File: config.mk
export PLATFORM = sky130hd
export DESIGN_NAME = press_classifier_flat
export DESIGN_NICKNAME = d
export VERILOG_FILES = /design/src/rtl/press_classifier_if.sv /design/src/rtl/press_classifier.sv /design/src/flat_wrapper.sv
export SDC_FILE = /design/constraint.sdc
export NUM_CORES = 1
export LEC_CHECK = 0
export CORE_MARGIN = 2
export CORE_UTILIZATION = 57
export CTS_BUF_LIST = sky130_fd_sc_hd__clkbuf_16
export DETAILED_ROUTE_END_ITERATION = 16
export PLACE_DENSITY = 0.82
export SKIP_CTS_REPAIR_TIMING = 1
export SYNTH_ARGS = -nofsm -noshare
export SYNTH_HDL_FRONTEND = slang
export SYNTH_SLANG_ARGS = --single-unit
File: constraint.sdc
create_clock -name clk -period 3.25 [get_ports clk]
set_clock_uncertainty 0.2 [all_clocks]
set_input_delay 0.325 -clock clk [delete_from_list [all_inputs] [get_ports clk]]
set_output_delay 0.325 -clock clk [all_outputs]
set_load 0.05 [all_outputs]
File: src/rtl/press_classifier_if.sv
`timescale 1ns/1ps
`default_nettype none
// ============================================================================
//  Module   : press_classifier_if
//  Purpose  : Button-side bundle for the press classifier. It carries the
//             debounced level and tick strobe in, and the classification
//             pulses and press counter out.
//  Revision : 1.0  initial release
// ============================================================================
interface press_classifier_if #(
    parameter int CW = 8
);
    logic          db;
    logic          tick;
    logic          short_p;
    logic          long_p;
    logic          double_p;
    logic [CW-1:0] press_cnt;

    // Stimulus side: drives the switch level and the tick strobe
    modport master (
        output db,
        output tick,
        input  short_p,
        input  long_p,
        input  double_p,
        input  press_cnt
    );

    // Classifier side: consumes the switch level and tick, produces results
    modport slave (
        input  db,
        input  tick,
        output short_p,
        output long_p,
        output double_p,
        output press_cnt
    );
endinterface
`default_nettype wire

File: src/rtl/press_classifier.sv
`timescale 1ns/1ps
`default_nettype none
// ============================================================================
//  Module   : press_classifier
//  Purpose  : Classifies a debounced push button into short, long and double
//             presses using a slow tick strobe as the time base, and counts
//             every accepted press.
//  Revision : 1.0  initial release
// ============================================================================
module press_classifier #(
    parameter int LONG_TICKS = 100,
    parameter int GAP_TICKS  = 30,
    parameter int CW         = 8
) (
    input  wire logic         clk,
    input  wire logic         reset,
    press_classifier_if.slave bus
);

    // ------------------------------------------------------------------------
    // Constants
    // ------------------------------------------------------------------------
    // Counter value at which the tick in progress completes the interval.
    localparam logic [CW-1:0] c_long_last = CW'(LONG_TICKS - 1);
    localparam logic [CW-1:0] c_gap_last  = CW'(GAP_TICKS - 1);
    localparam logic [CW-1:0] c_cnt_one   = CW'(1);

    // ------------------------------------------------------------------------
    // State encoding
    //   IDLE  : button released, nothing pending
    //   HELD  : first press in progress, timing towards a long press
    //   LONG  : long press reported, waiting for release
    //   GAP   : first press released, waiting for a second press or timeout
    //   HELD2 : second press in progress
    // ------------------------------------------------------------------------
    typedef enum logic [2:0] {
        S_IDLE  = 3'd0,
        S_HELD  = 3'd1,
        S_LONG  = 3'd2,
        S_GAP   = 3'd3,
        S_HELD2 = 3'd4
    } state_t;

    state_t        r_state;
    state_t        w_next_state;

    logic          r_db_q;
    logic [CW-1:0] r_cnt;
    logic [CW-1:0] r_press_cnt;
    logic          r_short_p;
    logic          r_long_p;
    logic          r_double_p;

    logic          w_rise;
    logic          w_fall;
    logic          w_cnt_run;
    logic          w_long_expire;
    logic          w_gap_expire;
    logic          w_short;
    logic          w_long;
    logic          w_double;
    logic          w_accept;

    // ------------------------------------------------------------------------
    // Edge detection
    // ------------------------------------------------------------------------
    // The delayed level resets high so a button already held when reset is
    // released does not look like a fresh rising edge.
    always_ff @(posedge clk or posedge reset) begin
        if (reset) begin
            r_db_q <= 1'b1;
        end else begin
            r_db_q <= bus.db;
        end
    end

    assign w_rise = bus.db & ~r_db_q;
    assign w_fall = ~bus.db & r_db_q;

    // ------------------------------------------------------------------------
    // Tick interval decode
    // ------------------------------------------------------------------------
    // The counter only advances in the timed states; LONG and IDLE wait on
    // edges alone.
    assign w_cnt_run     = (r_state == S_HELD) || (r_state == S_GAP) ||
                           (r_state == S_HELD2);
    assign w_long_expire = bus.tick && (r_cnt == c_long_last);
    assign w_gap_expire  = bus.tick && (r_cnt == c_gap_last);

    // ------------------------------------------------------------------------
    // Next-state and pulse decode
    // ------------------------------------------------------------------------
    // Edges are tested before tick expiry in every state so that an edge
    // arriving with a tick always takes the edge transition and the tick is
    // dropped without producing an expiry pulse.
    always_comb begin
        w_next_state = r_state;
        w_short      = 1'b0;
        w_long       = 1'b0;
        w_double     = 1'b0;
        w_accept     = 1'b0;

        case (r_state)
            S_IDLE: begin
                if (w_rise) begin
                    w_next_state = S_HELD;
                    w_accept     = 1'b1;
                end
            end

            S_HELD: begin
                if (w_fall) begin
                    w_next_state = S_GAP;
                end else if (w_long_expire) begin
                    w_next_state = S_LONG;
                    w_long       = 1'b1;
                end
            end

            S_LONG: begin
                // Release after a long press is silent.
                if (w_fall) begin
                    w_next_state = S_IDLE;
                end
            end

            S_GAP: begin
                if (w_rise) begin
                    w_next_state = S_HELD2;
                    w_accept     = 1'b1;
                end else if (w_gap_expire) begin
                    w_next_state = S_IDLE;
                    w_short      = 1'b1;
                end
            end

            S_HELD2: begin
                // A second press held long enough turns into a plain long
                // press; the first press is then discarded.
                if (w_fall) begin
                    w_next_state = S_IDLE;
                    w_double     = 1'b1;
                end else if (w_long_expire) begin
                    w_next_state = S_LONG;
                    w_long       = 1'b1;
                end
            end

            default: begin
                w_next_state = S_IDLE;
            end
        endcase
    end

    // ------------------------------------------------------------------------
    // State register
    // ------------------------------------------------------------------------
    // Holds the classifier state; reset aborts any press in progress.
    always_ff @(posedge clk or posedge reset) begin
        if (reset) begin
            r_state <= S_IDLE;
        end else begin
            r_state <= w_next_state;
        end
    end

    // ------------------------------------------------------------------------
    // Tick counter
    // ------------------------------------------------------------------------
    // Cleared on every state change so each timed state measures from its
    // own entry; it never wraps because every timed state leaves on expiry.
    always_ff @(posedge clk or posedge reset) begin
        if (reset) begin
            r_cnt <= '0;
        end else if (w_next_state != r_state) begin
            r_cnt <= '0;
        end else if (bus.tick && w_cnt_run) begin
            r_cnt <= r_cnt + c_cnt_one;
        end
    end

    // ------------------------------------------------------------------------
    // Classification pulses
    // ------------------------------------------------------------------------
    // Registered so each pulse lasts one clock, rises on the transition edge
    // and leaves no combinational path from db or tick to the outputs.
    always_ff @(posedge clk or posedge reset) begin
        if (reset) begin
            r_short_p  <= 1'b0;
            r_long_p   <= 1'b0;
            r_double_p <= 1'b0;
        end else begin
            r_short_p  <= w_short;
            r_long_p   <= w_long;
            r_double_p <= w_double;
        end
    end

    // ------------------------------------------------------------------------
    // Press counter
    // ------------------------------------------------------------------------
    // Counts accepted rising edges and wraps naturally at the counter width.
    always_ff @(posedge clk or posedge reset) begin
        if (reset) begin
            r_press_cnt <= '0;
        end else if (w_accept) begin
            r_press_cnt <= r_press_cnt + c_cnt_one;
        end
    end

    // ------------------------------------------------------------------------
    // Outputs
    // ------------------------------------------------------------------------
    assign bus.short_p   = r_short_p;
    assign bus.long_p    = r_long_p;
    assign bus.double_p  = r_double_p;
    assign bus.press_cnt = r_press_cnt;

endmodule
`default_nettype wire

File: src/flat_wrapper.sv
// flat-port wrapper written by rule: the top's interface ports become plain ports
module press_classifier_flat 
#(
    parameter int LONG_TICKS = 100,
    parameter int GAP_TICKS  = 30,
    parameter int CW         = 8
)
  (clk, reset, bus_db, bus_tick, bus_short_p, bus_long_p, bus_double_p, bus_press_cnt);
  press_classifier_if #(.CW(CW)) bus_i ();
  input  wire logic clk;
  input  wire logic reset;
  input wire logic [$bits(bus_i.db)-1:0] bus_db;
  input wire logic [$bits(bus_i.tick)-1:0] bus_tick;
  output wire logic [$bits(bus_i.short_p)-1:0] bus_short_p;
  output wire logic [$bits(bus_i.long_p)-1:0] bus_long_p;
  output wire logic [$bits(bus_i.double_p)-1:0] bus_double_p;
  output wire logic [$bits(bus_i.press_cnt)-1:0] bus_press_cnt;
  assign bus_i.db = bus_db;
  assign bus_i.tick = bus_tick;
  assign bus_short_p = bus_i.short_p;
  assign bus_long_p = bus_i.long_p;
  assign bus_double_p = bus_i.double_p;
  assign bus_press_cnt = bus_i.press_cnt;
  press_classifier #(.LONG_TICKS(LONG_TICKS), .GAP_TICKS(GAP_TICKS), .CW(CW)) u_core (.clk(clk), .reset(reset), .bus(bus_i));
endmodule
## Word-level counts from Yosys, hierarchy flattened

Cells that the tools add are included.

| word-level totals | value |
|---|---|
| output and inout bits | 11 |
| input bits | 4 |
| register bits after elaboration | 23 |
| logic and storage cells | 49 |

| cells by class | value |
|---|---|
| add/sub/neg operators | 2 |
| muxes and demuxes | 20 |
| bitwise logic cells | 4 |
| equality and inequality tests | 7 |
| reductions and logical operators | 9 |

Operators by type and width:

| operator | number |
|---|---|
| 3-bit 2-to-1 mux | 7 |
| 8-bit by 1-bit adder with 8-bit output, second input constant | 2 |
| 8-bit 2-to-1 mux | 2 |
| 3-bit case mux with 5 select lines | 1 |
| 1-bit 2-to-1 mux | 10 |
| 8-bit by 5-bit equality test with 1-bit output, second input constant | 1 |
| 8-bit by 7-bit equality test with 1-bit output, second input constant | 1 |
| 3-bit by 2-bit equality test with 1-bit output, second input constant | 2 |
| 2-bit OR reduction | 2 |
| 3-bit by 1-bit equality test with 1-bit output, second input constant | 1 |
| 3-bit equality test, second input constant | 1 |
| 1-bit logical AND | 3 |
| 3-bit zero test | 1 |
| 3-bit inequality test | 1 |
| 1-bit AND | 2 |
| 1-bit logical OR | 2 |
| 1-bit inverter | 2 |
| 2-bit nonzero test | 1 |

## Logic depth before layout (Yosys ltp)

Gate-level depths: netlist of the first run.

| logic depth | value |
|---|---|
| depth after elaboration | 7 |
| mapped depth | 7 |
| gate-level depth less buffers | 7 |

## Worst setup path before layout of the first run

Ideal clock, no wire load.

| timing path | value |
|---|---|
| path kind | register -> register |
| start point | register u_core.r_cnt[2] |
| end point | register u_core.r_cnt[1] |
| cell stages (with the launch flop) | 6 |
| data required time | 2.923 ns |
| clock period less this slack | 2.000 ns |
| library setup time | 0.127 ns |
| path buffers | 0 |
| slack | 1.250 ns |
| arrival | 1.673 ns |
| cells stage by stage | dfrtp_1 > or4b_4 > or3_4 > nand2_1 > a31o_4 > a211oi_1 |

| on the way | value |
|---|---|
| longest elaborated chain between the ends | 7 |
| elaborated cells on any way between the ends | 13 |
| those cells by class | eq/ne (3); mux (7); reduce/logical (3) |

RTL lines:

| item | RTL line | RTL |
|---|---|---|
| from (decl) | press_classifier.sv:48 | `logic [CW-1:0] r_cnt;` |
| from (signal assigned) | press_classifier.sv:178 | `r_cnt <= r_cnt + c_cnt_one;` |
| 8-bit by 7-bit equality test with 1-bit output / 8-bit by 5-bit equality test with 1-bit output (equally long branches) | press_classifier.sv:87, press_classifier.sv:88 |  |
| 1-bit logical AND (on tied branches) | press_classifier.sv:87, press_classifier.sv:88 |  |
| 3-bit 2-to-1 mux (on tied branches) | press_classifier.sv:114, press_classifier.sv:143, press_classifier.sv:131 |  |
| 3-bit 2-to-1 mux (on tied branches) | press_classifier.sv:140, press_classifier.sv:112, press_classifier.sv:128 |  |
| 3-bit case mux with 5 select lines * | press_classifier.sv:103 | `case (r_state)` |
| 3-bit inequality test * | press_classifier.sv:175 | `end else if (w_next_state != r_state) begin` |
| 8-bit 2-to-1 mux / 2-bit nonzero test (equally long branches) | n/a |  |

Every way passes the cells marked *; elsewhere a longest branch is shown, timed or not.
A chain may end at the register's enable or synchronous reset.

## Worst setup path after layout of the first run

| timing path | value |
|---|---|
| start point | register u_core.r_cnt[4] |
| end point | register u_core.r_cnt[1] |

Same word-level chain as after synthesis.

==> run metrics, run 1 <==
clk_lat worst skew=250 ps; Synth Cell Area=1190 µm²; Total GRT Usage=0.217; max-cap violations=0; reg2reg start=u_core.r_cnt[4]; crit path buf inv count=0; drt first pass iters=4; library cells used by synthesis=39; Worst IR Drop VDD=428 µV; post-synth top area cell=dfrtp_1; H-tree depth=1; pre-CTS WS=880 ps; # diodes=0; Hold Crit Endpoint=u_core.bus.press_cnt[7]; Crit Path Max Fanout=8; CP Launch Point=u_core.r_cnt[4]; syn avg cell area=10.5 µm²; data arrival time of the critical path=2080 ps; Chip Width=49.6 µm; Clock Path Buffers=2; buffers added on ports=14; Synth async-reset ratio=1.00; initial core utilization=0.605; largest net degree at the start of global routing=24; pin slew with the least headroom to its limit=837 ps; status=complete, no violations; CP cell instances=or4b_4 > or3_4 > nand2_1 > a31o_4 > a211oi_1; Synth Flop Type=dfrtp_1; Critical Path Slowest Stage Cell=or4b_4; CTS tree=yes; delay of the slowest critical-path stage=590 ps; Finished Layout Cells=155; core area=1960 µm²; GPL Wtd Cong=0.845; Via density=5.62; die area=2460 µm²; GRT overflow=0; final worst slack=1100 ps; synth warn=0; wire per inst=15.1 µm; DR WL met3=78 µm; CP delay by family, top=simple AND/OR/NAND/NOR gates; Final HPWL DP=1580 µm; met2 wire length=1260 µm; sequential fraction of the synthesis area=0.486; R2R cell count=5; Final Max Tran Viols=0; worst endpoint required time=3180 ps; Syn Nets=120; net count reported at finish=136; period utilisation layout=0.660; detailed-route via count=871; synthesis-stage register bit count=23; CTS Root Cell=clkbuf_16; metal1 wirelength=991 µm; FILL cells=165; worst r2r dst=u_core.r_cnt[1]; top post-synthesis cells by count=dfrtp_1, nor2_1, xnor2_1; number of remaining DRC errors=0; Die Height=49.6 µm; top routing layer in use=met4; Hold Crit Class=reg -> reg; Antenna Nets Post-Route=0; CP Capture Type=flip-flop; Slew HR=0.442; top cells by area, synth=dfrtp_1, xnor2_1, nor2_1; Final min period=2150 ps; unrepaired setup endpoints after global routing=false; CTS sink cnt=23; Synth Instances=113; Final Hold Violating Endpoints=0; initial antenna violation count=0; Final TNS setup=0 ps; vias in the first global route=873; placed cell count=151; area fraction of the dominant cell type after synthesis=0.464; most numerous cell in the Yosys netlist=dfrtp_1; share of layout cells above drive strength 1=0.0781; count of flip-flops with a built-in enable after synthesis=0; Leakage Power=0.580 nW; Setup-failing EPs final=0; global-route wire length before repair=4050 µm; DRT iter0 DRCs=16; worst setup path class=reg -> reg; R2R setup slack=1100 ps; area grow syn2layout=20.2%; DRT Wirelength=2340 µm; Core Rows=16; number of I/O pins=15; Peak Freq=466 MHz; Pwr Density=770 nW/µm²; Hold Crit Start=u_core.bus.press_cnt[7]; Worst-path clk slew=60 ps; Setup crit start kind=flip-flop; CTS Buf Count=3; Hold Crit Depth=1
[worst register-to-register path: cells and delay by family (launching register included)]
| kind | cells | cell delay [ps] |
|---|---|---|
| flops | 1 | 430 |
| compound gates | 2 | 270 |
| simple gates | 3 | 1120 |
[flip-flops by register name, indices dropped and copies added (netlist names)]
signal	cells
u_core.bus.press_cnt	8
u_core.r_cnt	8
u_core.r_state	3
u_core.bus.double_p	1
u_core.bus.long_p	1
u_core.bus.short_p	1
u_core.r_db_q	1
[per-layer routing]
metal	up-vias	global-route usage
met5	-	0
met4	0	0.0602
met3	3	0.0364
met2	22	0.391
met1	422	0.266
li1	424	-
[metrics by stage]
stage,hold WS [ps],utilization,cell area (µm²),power [mW]
after floorplan,126,-,1190,0.726
after global placement,264,0.687,1350,0.819
after detailed placement,262,0.687,1350,0.835
after CTS,303,0.728,1430,1.10
after global routing,326,0.728,1430,1.16
final,299,0.728,1430,1.10
[worst max path at each step]
stage / end / depth (start not counted)
4_1_cts: u_core.r_cnt[1] / 5
3_5_place_dp: u_core.bus.press_cnt[6] / 6
5_1_grt: u_core.bus.press_cnt[7] / 6
3_3_place_gp: u_core.bus.press_cnt[5] / 6
2_1_floorplan: u_core.r_cnt[1] / 5
6_report: u_core.r_cnt[1] / 5
[final cells by class]
type | instances | area, µm² | share of cell area
clock buffer | 3 | 75.1 | 0.0526
clock inverter | 1 | 5.00 | 0.00351
inverter | 3 | 11.3 | 0.00789
multi-input combinational | 84 | 586 | 0.410
sequential | 23 | 577 | 0.404
tap | 27 | 33.8 | 0.0237
timing repair buffer | 14 | 140 | 0.0982
[where the power goes]
| part | switching, mW | internal (mW) |
|---|---|---|
| clock network | 0.0959 | 0.165 |
| registers | 0.0969 | 0.342 |
| logic | 0.239 | 0.160 |
[cells in the final DEF, fill, tap and decap left out, drive strengths merged, types with 2 or more instances in the layout]
master and instances:
xnor2 12, ha 3, clkdlybuf4s50 14, nor3 3, nor2b 4, inv 3
nand3 7, nand2b 3, nor2 15, nand4 4, clkbuf 3, xor2 3
nand2 5, dfrtp 22, or3 3, o21ai 2
[cells by family after synthesis]
| group | synth area share |
|---|---|
| fa+ha+maj | 0.0316 |
| buf+inv | 0.0211 |
| flops | 0.486 |
| simple gates | 0.249 |
| mux | 0.00948 |
| xor+xnor | 0.111 |
| compound gates | 0.0927 |
Note: power is estimated with default switching activity, not from simulation.
==> run 2: changes to the inputs <==
--- a/config.mk
+++ b/config.mk
@@ -6,10 +6,10 @@
 export NUM_CORES = 1
 export LEC_CHECK = 0
 export CORE_MARGIN = 2
-export CORE_UTILIZATION = 57
+export CORE_UTILIZATION = 53
 export CTS_BUF_LIST = sky130_fd_sc_hd__clkbuf_16
 export DETAILED_ROUTE_END_ITERATION = 16
-export PLACE_DENSITY = 0.82
+export PLACE_DENSITY = 0.77
 export SKIP_CTS_REPAIR_TIMING = 1
 export SYNTH_ARGS = -nofsm -noshare
 export SYNTH_HDL_FRONTEND = slang
==> constraint.sdc (replaced) <==
create_clock -name clk -period 2.1 [get_ports clk]
set_clock_uncertainty 0.2 [all_clocks]
set_input_delay 0.21 -clock clk [delete_from_list [all_inputs] [get_ports clk]]
set_output_delay 0.21 -clock clk [all_outputs]
set_load 0.05 [all_outputs]
==> run 2 against run 1 <==
Wire length rose by 3.3%. Global-route usage rose by 0.58 points. Sequential cell count did not move. Setup slack got worse by 1100 ps. Clock-buffer cell count did not move. Combinational power rose by 72%. Hold slack got worse by 270 ps. First-iteration DRC count fell by 31%. Die area rose by 6.9%. Maximum frequency rose by 4.3%. Via count rose by 8.0%.
==> run metrics, run 2 (synthesized netlist as in run 1, its figures left out) <==
Setup-failing EPs final=0; CTS sink cnt=23; detailed-route via count=941; R2R cell count=5; CTS Buf Count=3; clock network power share=0.234; Worst IR Drop VDD=802 µV; Power, Total=1.75 mW; die area=2630 µm²; DRT Wirelength=2420 µm; H-tree depth=1; Finished Layout Cells=165; GRT overflow=0; number of remaining DRC errors=0; Core Rows=17; initial antenna violation count=0; core area=2170 µm²; final instance area=1500 µm²; Die Height=51.3 µm; placed cell count=161; wire per inst=14.7 µm; CTS Root Cell=clkbuf_16; Via density=5.70; vias in the first global route=956; GPL Wtd Cong=0.877; status=complete, no violations; Pwr Density=1170 nW/µm²; Antenna Nets Post-Route=0; Slew HR=0.670; reg2reg start=u_core.r_cnt[4]; clk_lat worst skew=260 ps; Setup crit start kind=flip-flop; Final Hold Violating Endpoints=0; Leakage Power=0.629 nW; Peak Freq=486 MHz; Chip Width=51.3 µm; Sw Ratio=0.390; drt first pass iters=4; pre-CTS WS=7.49 ps; commonest non-fill, non-tap cell in the layout=dfrtp_1; buffers added on ports=14; Final HPWL DP=1790 µm; FILL cells=166; period utilisation layout=0.979; data arrival time of the critical path=2000 ps; CTS tree=yes; largest net degree at the start of global routing=15; Min Hold Slack=31.3 ps; worst r2r dst=u_core.r_cnt[3]; Gate power share=0.391; initial core utilization=0.547; final worst slack=44.0 ps; CP Capture Type=flip-flop; Worst-path clk slew=60 ps; worst setup path class=reg -> reg; Clock Path Buffers=2; Seq. cell area=577 µm²; Final Max Tran Viols=0; number of I/O pins=15; area grow syn2layout=26.7%; max-cap violations=0; Total GRT Usage=0.223; share of layout cells above drive strength 1=0.153; Sw Pwr=0.684 mW; pin slew with the least headroom to its limit=494 ps; Sequential Power Share=0.375; Crit Path Max Fanout=8; global-route wire length before repair=4260 µm; commonest non-fill, non-tap cells in the layout=dfrtp_1, nor2_1, clkdlybuf4s50_1; Internal Power=1.07 mW; net count reported at finish=145; DP Area=1420 µm²; area of the multi-input gates=593 µm²; DRT iter0 DRCs=11; Final min period=2060 ps; R2R setup slack=40 ps; # diodes=0; worst endpoint required time=2050 ps; Hold Crit Class=in -> async
run 2: final cells by class:
| class | count | share of cell area |
|---|---|---|
| tap | 28 | 0.0233 |
| timing repair buffer | 23 | 0.138 |
| clock buffer | 3 | 0.0499 |
| clock inverter | 1 | 0.00333 |
| inverter | 3 | 0.00749 |
| sequential | 23 | 0.384 |
| multi-input combinational | 84 | 0.394 |
run 2: power groups by stage:
stage,combinational (mW),clock [mW],sequential [mW]
floorplan,0.363,0,0.761
global placement,0.657,0,0.651
detailed placement,0.672,0,0.659
CTS,0.672,0.417,0.651
global route,0.750,0.443,0.667
finish,0.685,0.411,0.657
run 2: through the flow:
stage / util / setup TNS (ps)
CTS: 0.690 / 0
global placement: 0.653 / 0
detailed placement: 0.653 / 0
floorplan: - / 0
finish: 0.693 / 0
global route: 0.693 / -6.52
run 2: worst max-delay path by stage:
| stage | endpoint | startpoint |
|---|---|---|
| 4_1_cts | u_core.r_cnt[3] | u_core.r_cnt[4] |
| 3_5_place_dp | u_core.bus.press_cnt[6] | bus_db |
| 5_1_grt | u_core.r_cnt[1] | u_core.r_cnt[1] |
| 3_3_place_gp | u_core.bus.press_cnt[1] | bus_db |
| 6_report | u_core.r_cnt[3] | u_core.r_cnt[4] |
| 2_1_floorplan | u_core.r_cnt[1] | u_core.r_cnt[2] |
run 2: worst max-delay path, cell delays in order (launching register included):
cell and delay [ps]:
dfrtp_1 380, or4b_4 560, or3_4 420, nand2_1 100, a31o_4 200, nor2_1 70
run 2: per-layer routing:
metal | up-vias | share of wire | track usage
met4 | 0 | 0.019 | 0.101
li1 | 447 | - | -
met5 | - | 0 | 0
met1 | 464 | 0.43 | 0.271
met2 | 24 | 0.52 | 0.377
met3 | 6 | 0.036 | 0.0497
==> run 3: changes to the inputs <==
--- a/config.mk
+++ b/config.mk
@@ -11,6 +11,7 @@
 export DETAILED_ROUTE_END_ITERATION = 16
 export PLACE_DENSITY = 0.77
 export SKIP_CTS_REPAIR_TIMING = 1
+export SLEW_MARGIN = 40
 export SYNTH_ARGS = -nofsm -noshare
 export SYNTH_HDL_FRONTEND = slang
 export SYNTH_SLANG_ARGS = --single-unit
==> results of run 3 <==
Final layout, timing and power as in run 2 (identical DEF).
